### src/rtl/pru_bus_pkg.sv
// Shared constants and FSM state type for the PRU status responder.
// Optional PRU_IRQ_EN feature is handled in pru_status_responder.
package pru_bus_pkg;

    localparam logic [1:0] OFF_STATUS = 2'd0;
    localparam logic [1:0] OFF_START  = 2'd1;
    localparam logic [1:0] OFF_DONE   = 2'd2;
    localparam logic [1:0] OFF_BUSY   = 2'd3;

    localparam int ST_IRQ_EN = 0;
    localparam int ST_BUSY   = 1;
    localparam int ST_DONE   = 2;

    typedef enum logic [1:0] {
        S_IDLE    = 2'd0,
        S_ACK     = 2'd1,
        S_RELEASE = 2'd2
    } state_e;

endpackage

### src/rtl/pru_event_counters.sv
// PRU start/done/busy event counters and the done sticky flag.
// Events in the same cycle as a clear win over the clear.
module pru_event_counters #(
    parameter int CNT_W = 16
) (
    input  logic             clk,
    input  logic             rst_n,
    input  logic             i_start,
    input  logic             i_busy,
    input  logic             i_done,
    input  logic             i_clr_cnt,
    input  logic             i_clr_sticky,
    output logic [CNT_W-1:0] o_start_cnt,
    output logic [CNT_W-1:0] o_done_cnt,
    output logic [31:0]      o_busy_cyc,
    output logic             o_done_sticky
);

    logic [CNT_W-1:0] r_start_cnt;
    logic [CNT_W-1:0] r_done_cnt;
    logic [31:0]      r_busy_cyc;
    logic             r_done_sticky;

    always_ff @(posedge clk or negedge rst_n) begin
        if (!rst_n) begin
            r_start_cnt   <= '0;
            r_done_cnt    <= '0;
            r_busy_cyc    <= '0;
            r_done_sticky <= 1'b0;
        end else begin
            if (i_clr_cnt) begin
                r_start_cnt <= CNT_W'(i_start);
                r_done_cnt  <= CNT_W'(i_done);
                r_busy_cyc  <= 32'(i_busy);
            end else begin
                if (i_start)
                    r_start_cnt <= r_start_cnt + CNT_W'(1);
                if (i_done)
                    r_done_cnt <= r_done_cnt + CNT_W'(1);
                // busy cycle count saturates instead of wrapping
                if (i_busy && (r_busy_cyc != 32'hFFFF_FFFF))
                    r_busy_cyc <= r_busy_cyc + 32'd1;
            end
            if (i_done)
                r_done_sticky <= 1'b1;
            else if (i_clr_sticky)
                r_done_sticky <= 1'b0;
        end
    end

    assign o_start_cnt   = r_start_cnt;
    assign o_done_cnt    = r_done_cnt;
    assign o_busy_cyc    = r_busy_cyc;
    assign o_done_sticky = r_done_sticky;

endmodule

### src/rtl/pru_status_responder.sv
// Bus responder for PRU status/counter reads and clear writes.
// Define PRU_IRQ_EN to add the irq_en flag and registered pru_irq_o.
module pru_status_responder
    import pru_bus_pkg::*;
#(
    parameter logic [31:0] BASE_ADDR = 32'h0000_4000,
    parameter int          CNT_W     = 16
) (
    input  logic        clk,
    input  logic        rst_n,
    input  logic [31:0] b_addr_i,
    input  logic [31:0] b_data_i,
    input  logic        b_read_i,
    input  logic        b_write_i,
    output logic [31:0] b_data_o,
    output logic        b_ack_o,
    input  logic        pru_start_i,
    input  logic        pru_busy_i,
    input  logic        pru_done_i
`ifdef PRU_IRQ_EN
    ,
    output logic        pru_irq_o
`endif
);

    state_e           r_state;
    logic [1:0]       r_off;
    logic             r_wr;
    logic             r_wd_clr;
    logic             r_wd_ien;
    logic [31:0]      r_rdata;

    logic             w_req;
    logic             w_hit;
    logic             w_ack;
    logic             w_wr_fire;
    logic             w_clr_cnt;
    logic             w_clr_sticky;
    logic             w_irq_en;
    logic [31:0]      w_rdata;
    logic [CNT_W-1:0] w_start_cnt;
    logic [CNT_W-1:0] w_done_cnt;
    logic [31:0]      w_busy_cyc;
    logic             w_done_sticky;

    assign w_req = b_read_i | b_write_i;
    assign w_hit = (b_addr_i[31:4] == BASE_ADDR[31:4]);

    always_comb begin
        w_rdata = '0;
        unique case (b_addr_i[3:2])
            OFF_STATUS: begin
                w_rdata[ST_DONE]   = w_done_sticky;
                w_rdata[ST_BUSY]   = pru_busy_i;
                w_rdata[ST_IRQ_EN] = w_irq_en;
            end
            OFF_START: w_rdata = 32'(w_start_cnt);
            OFF_DONE:  w_rdata = 32'(w_done_cnt);
            OFF_BUSY:  w_rdata = w_busy_cyc;
        endcase
    end

    always_ff @(posedge clk or negedge rst_n) begin
        if (!rst_n) begin
            r_state  <= S_IDLE;
            r_off    <= '0;
            r_wr     <= 1'b0;
            r_wd_clr <= 1'b0;
            r_wd_ien <= 1'b0;
            r_rdata  <= '0;
        end else begin
            unique case (r_state)
                S_IDLE: begin
                    if (w_req && w_hit) begin
                        r_state  <= S_ACK;
                        r_off    <= b_addr_i[3:2];
                        r_wr     <= b_write_i;
                        r_wd_clr <= b_data_i[ST_DONE];
                        r_wd_ien <= b_data_i[ST_IRQ_EN];
                        r_rdata  <= b_write_i ? 32'h0 : w_rdata;
                    end
                end
                S_ACK: r_state <= S_RELEASE;
                // hold off until the master drops its request
                S_RELEASE: begin
                    if (!w_req)
                        r_state <= S_IDLE;
                end
                default: r_state <= S_IDLE;
            endcase
        end
    end

    assign w_ack        = (r_state == S_ACK);
    assign w_wr_fire    = w_ack & r_wr;
    assign w_clr_sticky = w_wr_fire & (r_off == OFF_STATUS) & r_wd_clr;
    assign w_clr_cnt    = w_wr_fire & (r_off != OFF_STATUS);

    assign b_ack_o  = w_ack;
    assign b_data_o = w_ack ? r_rdata : 32'h0;

`ifdef PRU_IRQ_EN
    logic r_irq_en;
    logic r_irq;

    always_ff @(posedge clk or negedge rst_n) begin
        if (!rst_n) begin
            r_irq_en <= 1'b0;
            r_irq    <= 1'b0;
        end else begin
            if (w_wr_fire && (r_off == OFF_STATUS))
                r_irq_en <= r_wd_ien;
            r_irq <= r_irq_en & w_done_sticky;
        end
    end

    assign w_irq_en  = r_irq_en;
    assign pru_irq_o = r_irq;
    logic w_unused_bits;
    assign w_unused_bits = ^{b_addr_i[1:0], b_data_i[31:3], b_data_i[1]};
`else
    logic w_unused_bits;
    assign w_irq_en      = 1'b0;
    assign w_unused_bits = ^{b_addr_i[1:0], b_data_i[31:3], b_data_i[1],
                             r_wd_ien};
`endif

    pru_event_counters #(
        .CNT_W (CNT_W)
    ) u_cnt (
        .clk           (clk),
        .rst_n         (rst_n),
        .i_start       (pru_start_i),
        .i_busy        (pru_busy_i),
        .i_done        (pru_done_i),
        .i_clr_cnt     (w_clr_cnt),
        .i_clr_sticky  (w_clr_sticky),
        .o_start_cnt   (w_start_cnt),
        .o_done_cnt    (w_done_cnt),
        .o_busy_cyc    (w_busy_cyc),
        .o_done_sticky (w_done_sticky)
    );

endmodule

### config.mk
export PLATFORM = sky130hd
export DESIGN_NAME = pru_status_responder
export DESIGN_NICKNAME = d
export VERILOG_FILES = /design/src/rtl/pru_bus_pkg.sv /design/src/rtl/pru_event_counters.sv /design/src/rtl/pru_status_responder.sv
export SDC_FILE = /design/constraint.sdc
export NUM_CORES = 1
export LEC_CHECK = 0
export CORE_MARGIN = 2
export CORE_UTILIZATION = 46
export CTS_CLUSTER_DIAMETER = 200
export DETAILED_ROUTE_END_ITERATION = 16
export HOLD_SLACK_MARGIN = 0.08
export PLACE_DENSITY = 0.68
export RECOVER_POWER = 25
export SETUP_SLACK_MARGIN = 0.02
export SLEW_MARGIN = 20
export SYNTH_ARGS = -nofsm -noshare
export SYNTH_HDL_FRONTEND = slang
export SYNTH_SLANG_ARGS = --single-unit
### constraint.sdc
create_clock -name clk -period 3.7 [get_ports clk]
set_clock_uncertainty 0.15 [all_clocks]
set_input_delay 0.555 -clock clk [delete_from_list [all_inputs] [get_ports clk]]
set_output_delay 0.555 -clock clk [all_outputs]
set_load 0.02 [all_outputs]
# ---- After elaboration in Yosys (flattened, before gate mapping)
# Index checks and enable logic that the tools add are counted.
# Widths: inputs -> output; s select.
dict set report op_classes {
  n_addsub 3
  eq_ne 9
  mux 15
  n_bitwise 5
  n_reduce_logical 12
}
# cell count
set op_table {}
lappend op_table {{$mux 32} 4}
lappend op_table {{$pmux 29 s3} 1}
lappend op_table {{$mux 16} 4}
lappend op_table {{$add 16x1->16 const B} 2}
lappend op_table {{$add 32x1->32 const B} 1}
lappend op_table {{$ne 32x32->1 const B} 1}
lappend op_table {{$eq 28x11->1 const B} 1}
lappend op_table {{$pmux 3 s4} 1}
lappend op_table {{$reduce_bool 2->1} 5}
lappend op_table {{$eq 2x2->1 const B} 3}
lappend op_table {{$logic_not 2->1} 3}
lappend op_table {{$pmux 2 s3} 1}
lappend op_table {{$and 1x1->1} 4}
lappend op_table {{$eq 2x1->1 const B} 2}
lappend op_table {{$mux 2} 2}
lappend op_table {{$ne 2x2->1 const B} 2}
lappend op_table {{$reduce_and 2->1} 2}
lappend op_table {{$logic_and 1x1->1} 2}
lappend op_table {{$mux 1} 2}
lappend op_table {{$or 1x1->1} 1}
dict set report word_totals {
  ff_bits 103
  in_bits 71
}

# ---- Longest topological paths before layout
dict set report depth {
  ltp_word 6
  mapped_depth 7
  mapped_depth_nobuf 6
}

# ---- By module
# Synthesis repeated with hierarchy kept, for this count alone.
dict set report unflattened {
  hier_cells 576
  area_unflattened_um2 5566.6
}
# mod instances cells_each area_each_um2
set modules_own_cells {}
lappend modules_own_cells {pru_event_counters 1 352 3310.7}
lappend modules_own_cells {pru_status_responder 1 224 2255.9}

# ---- Worst setup path after synthesis
# Ideal clock, no wire load.
dict set report synth_timing {
  path_type {input port to flip-flop}
  startpoint {in b_addr_i[27]}
  endpoint {reg r_wd_clr}
  setup_ps 125
  arrival_ps 1945
  required_time_ps 3425
  setup_slack_ps 1480
  stages 5
  n_path_buf 1
  path_cell_list {nor4_1 nand4_1 nor3_4 buf_2 mux2_2}
}
dict set report synth_via {
  elab_chain_cells 3
}
# item line
set synth_rtl {}
lappend synth_rtl {{from (decl)} pru_status_responder.sv:11} ;# input logic [31:0] b_addr_i,
lappend synth_rtl {{$eq 28x11->1} pru_status_responder.sv:47} ;# assign w_hit = (b_addr_i[31:4] == BASE_ADDR[31:4]);
lappend synth_rtl {{$logic_and 1x1->1} pru_status_responder.sv:74} ;# if (w_req && w_hit) begin
lappend synth_rtl {{$reduce_and 2->1 (no source line)} n/a}
lappend synth_rtl {{to (signal assigned)} pru_status_responder.sv:78} ;# r_wd_clr <= b_data_i[ST_DONE];
lappend synth_rtl {{to (decl)} pru_status_responder.sv:29} ;# logic r_wd_clr;
# No other way between the ends.
# A chain may end at the register's enable or synchronous reset.

# ---- Final worst setup path
dict set report layout_timing {
  startpoint {reg r_state[1]}
  endpoint {out b_data_o[0]}
}
dict set report layout_via {
  elab_chain_cells 2
}
# item line
set layout_rtl {}
lappend layout_rtl {{from (decl)} pru_status_responder.sv:26} ;# state_e r_state;
lappend layout_rtl {{from (signal assigned)} pru_status_responder.sv:65} ;# r_state <= S_IDLE;
lappend layout_rtl {{from (signal assigned)} pru_status_responder.sv:75} ;# r_state <= S_ACK;
lappend layout_rtl {{from (signal assigned)} pru_status_responder.sv:83} ;# S_ACK: r_state <= S_RELEASE;
lappend layout_rtl {{$eq 2x1->1} pru_status_responder.sv:94} ;# assign w_ack = (r_state == S_ACK);
lappend layout_rtl {{$mux 32} pru_status_responder.sv:100} ;# assign b_data_o = w_ack ? r_rdata : 32'h0;
lappend layout_rtl {{to (decl)} pru_status_responder.sv:15} ;# output logic [31:0] b_data_o,
# No other way between the ends.

==> flow_summary.yaml <==
status:
  outcome: "finished, violations left"
  violations: "capacitance limit, slew limit"
place:
  dp_hpwl_um: 8830
  placement.io_buffers: 70
  place_ws_ns: 0.834
  placed_cells: 768
  gp_routability_congestion: 0.784
clock_tree:
  post_cts_hold_buffer_count: 0
  clock_tree.root_cell: "sky130_fd_sc_hd__clkbuf_16"
  cts_htree_levels: 3
  cts_sinks: 103
  tritoncts: "built"
  clk_path_buf_depth: 2
  cts_made_buffers: 9
  worst_skew_pair.late_latency_ns: 0.34
  postCtsSetupRepairBufs: 0
  cts_repair_resize_count: 0
  cts.clk_slew.worst_paths_ns: 0.06
die:
  io_pins: 104
  placementRows: 40
  die-area_um2: 13200
  coreArea_um2: 12000
  die_x_um: 115
  die_h_um: 115
  floorplan.initialDensity: 0.471
sta:
  worstMarginPinSlew_ns: 1.67
  post-route-period-util: 0.693
  slew_headroom: -0.111
  setup_viol: 0
  fmax_mhz: 390
  setup-tns-final_ns: 0
  timing.final.max_slew_violations: 65
  rsz0062_at_grt: "false"
  post-route-worst-setup-slack_ns: 1.13
  report.final.hold_viol_count: 0
  timing.final.crit_period_ns: 2.57
grt:
  grt.overflow.total: 0
  globalRouteTotalUtil: 0.198
  antenna_found_initial: 0
  grt_first_pass_wirelength_um: 20900
  maximum_number_of_pins_on_one_net_before_global_route_repair: 66
  grt_pass1_vias: 4297
route:
  wl_met2_um: 6210
  first_pass_iters: 5
  drt_first_iter_violations: 225
  wl_met1_um: 5620
  route.detailed.vias_per_inst: 5.67
  antenna_violating_nets_post_route: 0
  routedWlPerCell_um: 15.8
  wl_met3_um: 351
  topRoutingLayerUsed: "met4"
  routed-via-count: 4434
  drt_wl_total_um: 12400
  route.detailed.drc: 0
logic_synthesis:
  synth-edff-count: 0
  synth_fp_nets: 643
  netlist_instances: 569
  async_flop_share: 1.00
  post_synth_instance_area_um2: 5650
  postSynthRegisterBits: 103
  synth_cell_types: 50
  ys_seq_area_frac: 0.456
  dominantRegCellSynth: "sky130_fd_sc_hd__dfrtp_1"
  syn_area_per_cell_um2: 9.93
  yosysWarnings: 0
power_and_ir_drop:
  leakagePower_nw: 2.91
  ir_drop_uv: 265
  cellPowerDensity_nw_per_um2: 398
critical_path:
  worst_stage_delay_on_the_critical_path_ns: 0.60
  critical_path_peak_fanout: 17
  criticalPathCategory: "reg2out"
  critical_path_data_arrival_time_ns: 1.86
  critPathRequiredTime_ns: 2.99
  timing.critical_path.to_type: "output pin"
  timing.critical_path.cells: "nor2b_2 -> buf_4 -> and2_1 -> clkdlybuf4s50_1"
  timing.critical_path.slowest_stage_cell: "sky130_fd_sc_hd__clkdlybuf4s50_1"
  worstSetupStartpointType: "flop"
min_path:
  worst_hold_path_type: "reg2reg"
flow_run:
  drv.max_cap_violation_count: 1
layout:
  nNetsFinal: 706
  instances_no_fill: 782
  antennaDiodeCount: 0
  layout-area-overhead-vs-synth_pct: 19.3
  drive_gt1_frac: 0.129
-- cells by family after synthesis --
family / count (synthesis) / share of synthesized area
buffers and inverters: 50 / 0.0456
xor gates and xnor gates: 29 / 0.0449
muxes: 55 / 0.110
adders and majority gates: 3 / 0.00664
and+or+nand+nor: 249 / 0.242
DFF: 103 / 0.456
AOI/OAI and AO/OA: 80 / 0.0950
-- where the power goes --
part           total [mW]  switching (mW)  internal [mW]
Sequential           1.37           0.140           1.23
Clock               0.930           0.393          0.537
Combinational       0.386           0.197          0.189
-- layout by cell type, fill, tap and decap left out, types with 3 or more instances in the layout --
| master | n |
|---|---|
| sky130_fd_sc_hd__a21oi_1 | 26 |
| sky130_fd_sc_hd__a22oi_1 | 13 |
| sky130_fd_sc_hd__and2_1 | 34 |
| sky130_fd_sc_hd__and3_1 | 7 |
| sky130_fd_sc_hd__and4_1 | 5 |
| sky130_fd_sc_hd__buf_4 | 13 |
| sky130_fd_sc_hd__clkbuf_1 | 3 |
| sky130_fd_sc_hd__clkbuf_16 | 9 |
| sky130_fd_sc_hd__clkdlybuf4s50_1 | 69 |
| sky130_fd_sc_hd__dfrtp_1 | 103 |
| sky130_fd_sc_hd__ha_1 | 3 |
| sky130_fd_sc_hd__inv_1 | 18 |
| sky130_fd_sc_hd__mux2_2 | 36 |
| sky130_fd_sc_hd__mux2i_1 | 17 |
| sky130_fd_sc_hd__nand2_1 | 45 |
| sky130_fd_sc_hd__nand2b_1 | 4 |
| sky130_fd_sc_hd__nand3_1 | 17 |
| sky130_fd_sc_hd__nand3b_1 | 3 |
| sky130_fd_sc_hd__nand4_1 | 22 |
| sky130_fd_sc_hd__nand4_2 | 3 |
| sky130_fd_sc_hd__nor2_1 | 55 |
| sky130_fd_sc_hd__nor2b_1 | 3 |
| sky130_fd_sc_hd__nor3_1 | 9 |
| sky130_fd_sc_hd__nor4_1 | 7 |
| sky130_fd_sc_hd__o21ai_0 | 17 |
| sky130_fd_sc_hd__o311ai_0 | 3 |
| sky130_fd_sc_hd__o31ai_1 | 8 |
| sky130_fd_sc_hd__o41ai_1 | 3 |
| sky130_fd_sc_hd__or3_1 | 14 |
| sky130_fd_sc_hd__or4_1 | 9 |
| sky130_fd_sc_hd__xnor2_1 | 8 |
| sky130_fd_sc_hd__xor2_1 | 21 |
-- sequential cells by signal (all words and copies together), names as in the netlist --
register	count
u_cnt.o_start_cnt	16
r_rdata	32
u_cnt.o_done_cnt	16
r_state	2
u_cnt.o_busy_cyc	32
r_wr	1
r_off	2
u_cnt.o_done_sticky	1
r_wd_clr	1
-- stage by stage --
| step | power (mW) | util | hold WS, ns | area, um^2 |
|---|---|---|---|---|
| floorplan | 1.61 | - | 0.109 | 5650 |
| global placement | 1.75 | 0.538 | 0.313 | 6460 |
| detailed placement | 1.78 | 0.538 | 0.339 | 6460 |
| CTS | 2.71 | 0.562 | 0.200 | 6750 |
| global route | 2.82 | 0.561 | 0.373 | 6740 |
| finish | 2.69 | 0.561 | 0.349 | 6740 |
-- per-layer routing --
| layer | track usage | vias to the layer above |
|---|---|---|
| met5 | 0 | - |
| met4 | 0.0659 | 0 |
| met2 | 0.331 | 76 |
| li1 | - | 2156 |
| met3 | 0.0343 | 13 |
| met1 | 0.262 | 2189 |
-- cell usage after synthesis (8+ instances only) --
master	count	share of area
sky130_fd_sc_hd__a22oi_1	13	0.017
sky130_fd_sc_hd__nand4_1	22	0.024
sky130_fd_sc_hd__a21oi_1	26	0.023
sky130_fd_sc_hd__o21ai_0	17	0.015
sky130_fd_sc_hd__xor2_1	21	0.033
sky130_fd_sc_hd__xnor2_1	8	0.012
sky130_fd_sc_hd__and2_1	34	0.038
sky130_fd_sc_hd__nand2_1	45	0.030
sky130_fd_sc_hd__nor2_1	55	0.037
sky130_fd_sc_hd__nor3_1	9	0.0080
sky130_fd_sc_hd__clkbuf_1	19	0.013
sky130_fd_sc_hd__mux2_2	36	0.072
sky130_fd_sc_hd__inv_1	18	0.012
sky130_fd_sc_hd__or4_1	9	0.012
sky130_fd_sc_hd__o31ai_1	8	0.011
sky130_fd_sc_hd__nand3_1	17	0.015
sky130_fd_sc_hd__or3_1	14	0.015
sky130_fd_sc_hd__mux2i_1	17	0.030
sky130_fd_sc_hd__dfrtp_1	103	0.46
-- final timing paths --
path | endpoint | depth (start not counted) | slack, ns | start
worst min register to register | u_cnt.o_done_sticky | 1 | 0.35 | u_cnt.o_done_sticky
worst max-delay path | b_data_o[0] | 4 | 1.13 | r_state[1]
worst min-delay path | u_cnt.o_done_sticky | 1 | 0.35 | u_cnt.o_done_sticky
max in group asynchronous | r_rdata[10] | 1 | 1.92 | rst_n
worst max register to register | u_cnt.o_busy_cyc[31] | 6 | 1.33 | u_cnt.o_busy_cyc[0]
min in group asynchronous | r_rdata[29] | 1 | 0.49 | rst_n
-- cell type report --
type	instances	area (um^2)
Sequential cell	103	2580
Timing Repair Buffer	84	813
Clock buffer	13	250
Tap cell	147	184
Inverter	18	67.6
Multi-Input combinational cell	416	2820
Fill cell	1078	5270
Clock inverter	1	30.0
-- critical path, delay by kind of cell (launching register included) --
family,cells,cell delay [ns]
flops,1,0.41
buf+inv,2,0.81
simple gates,2,0.30
Power figures use the tool's default switching activity.
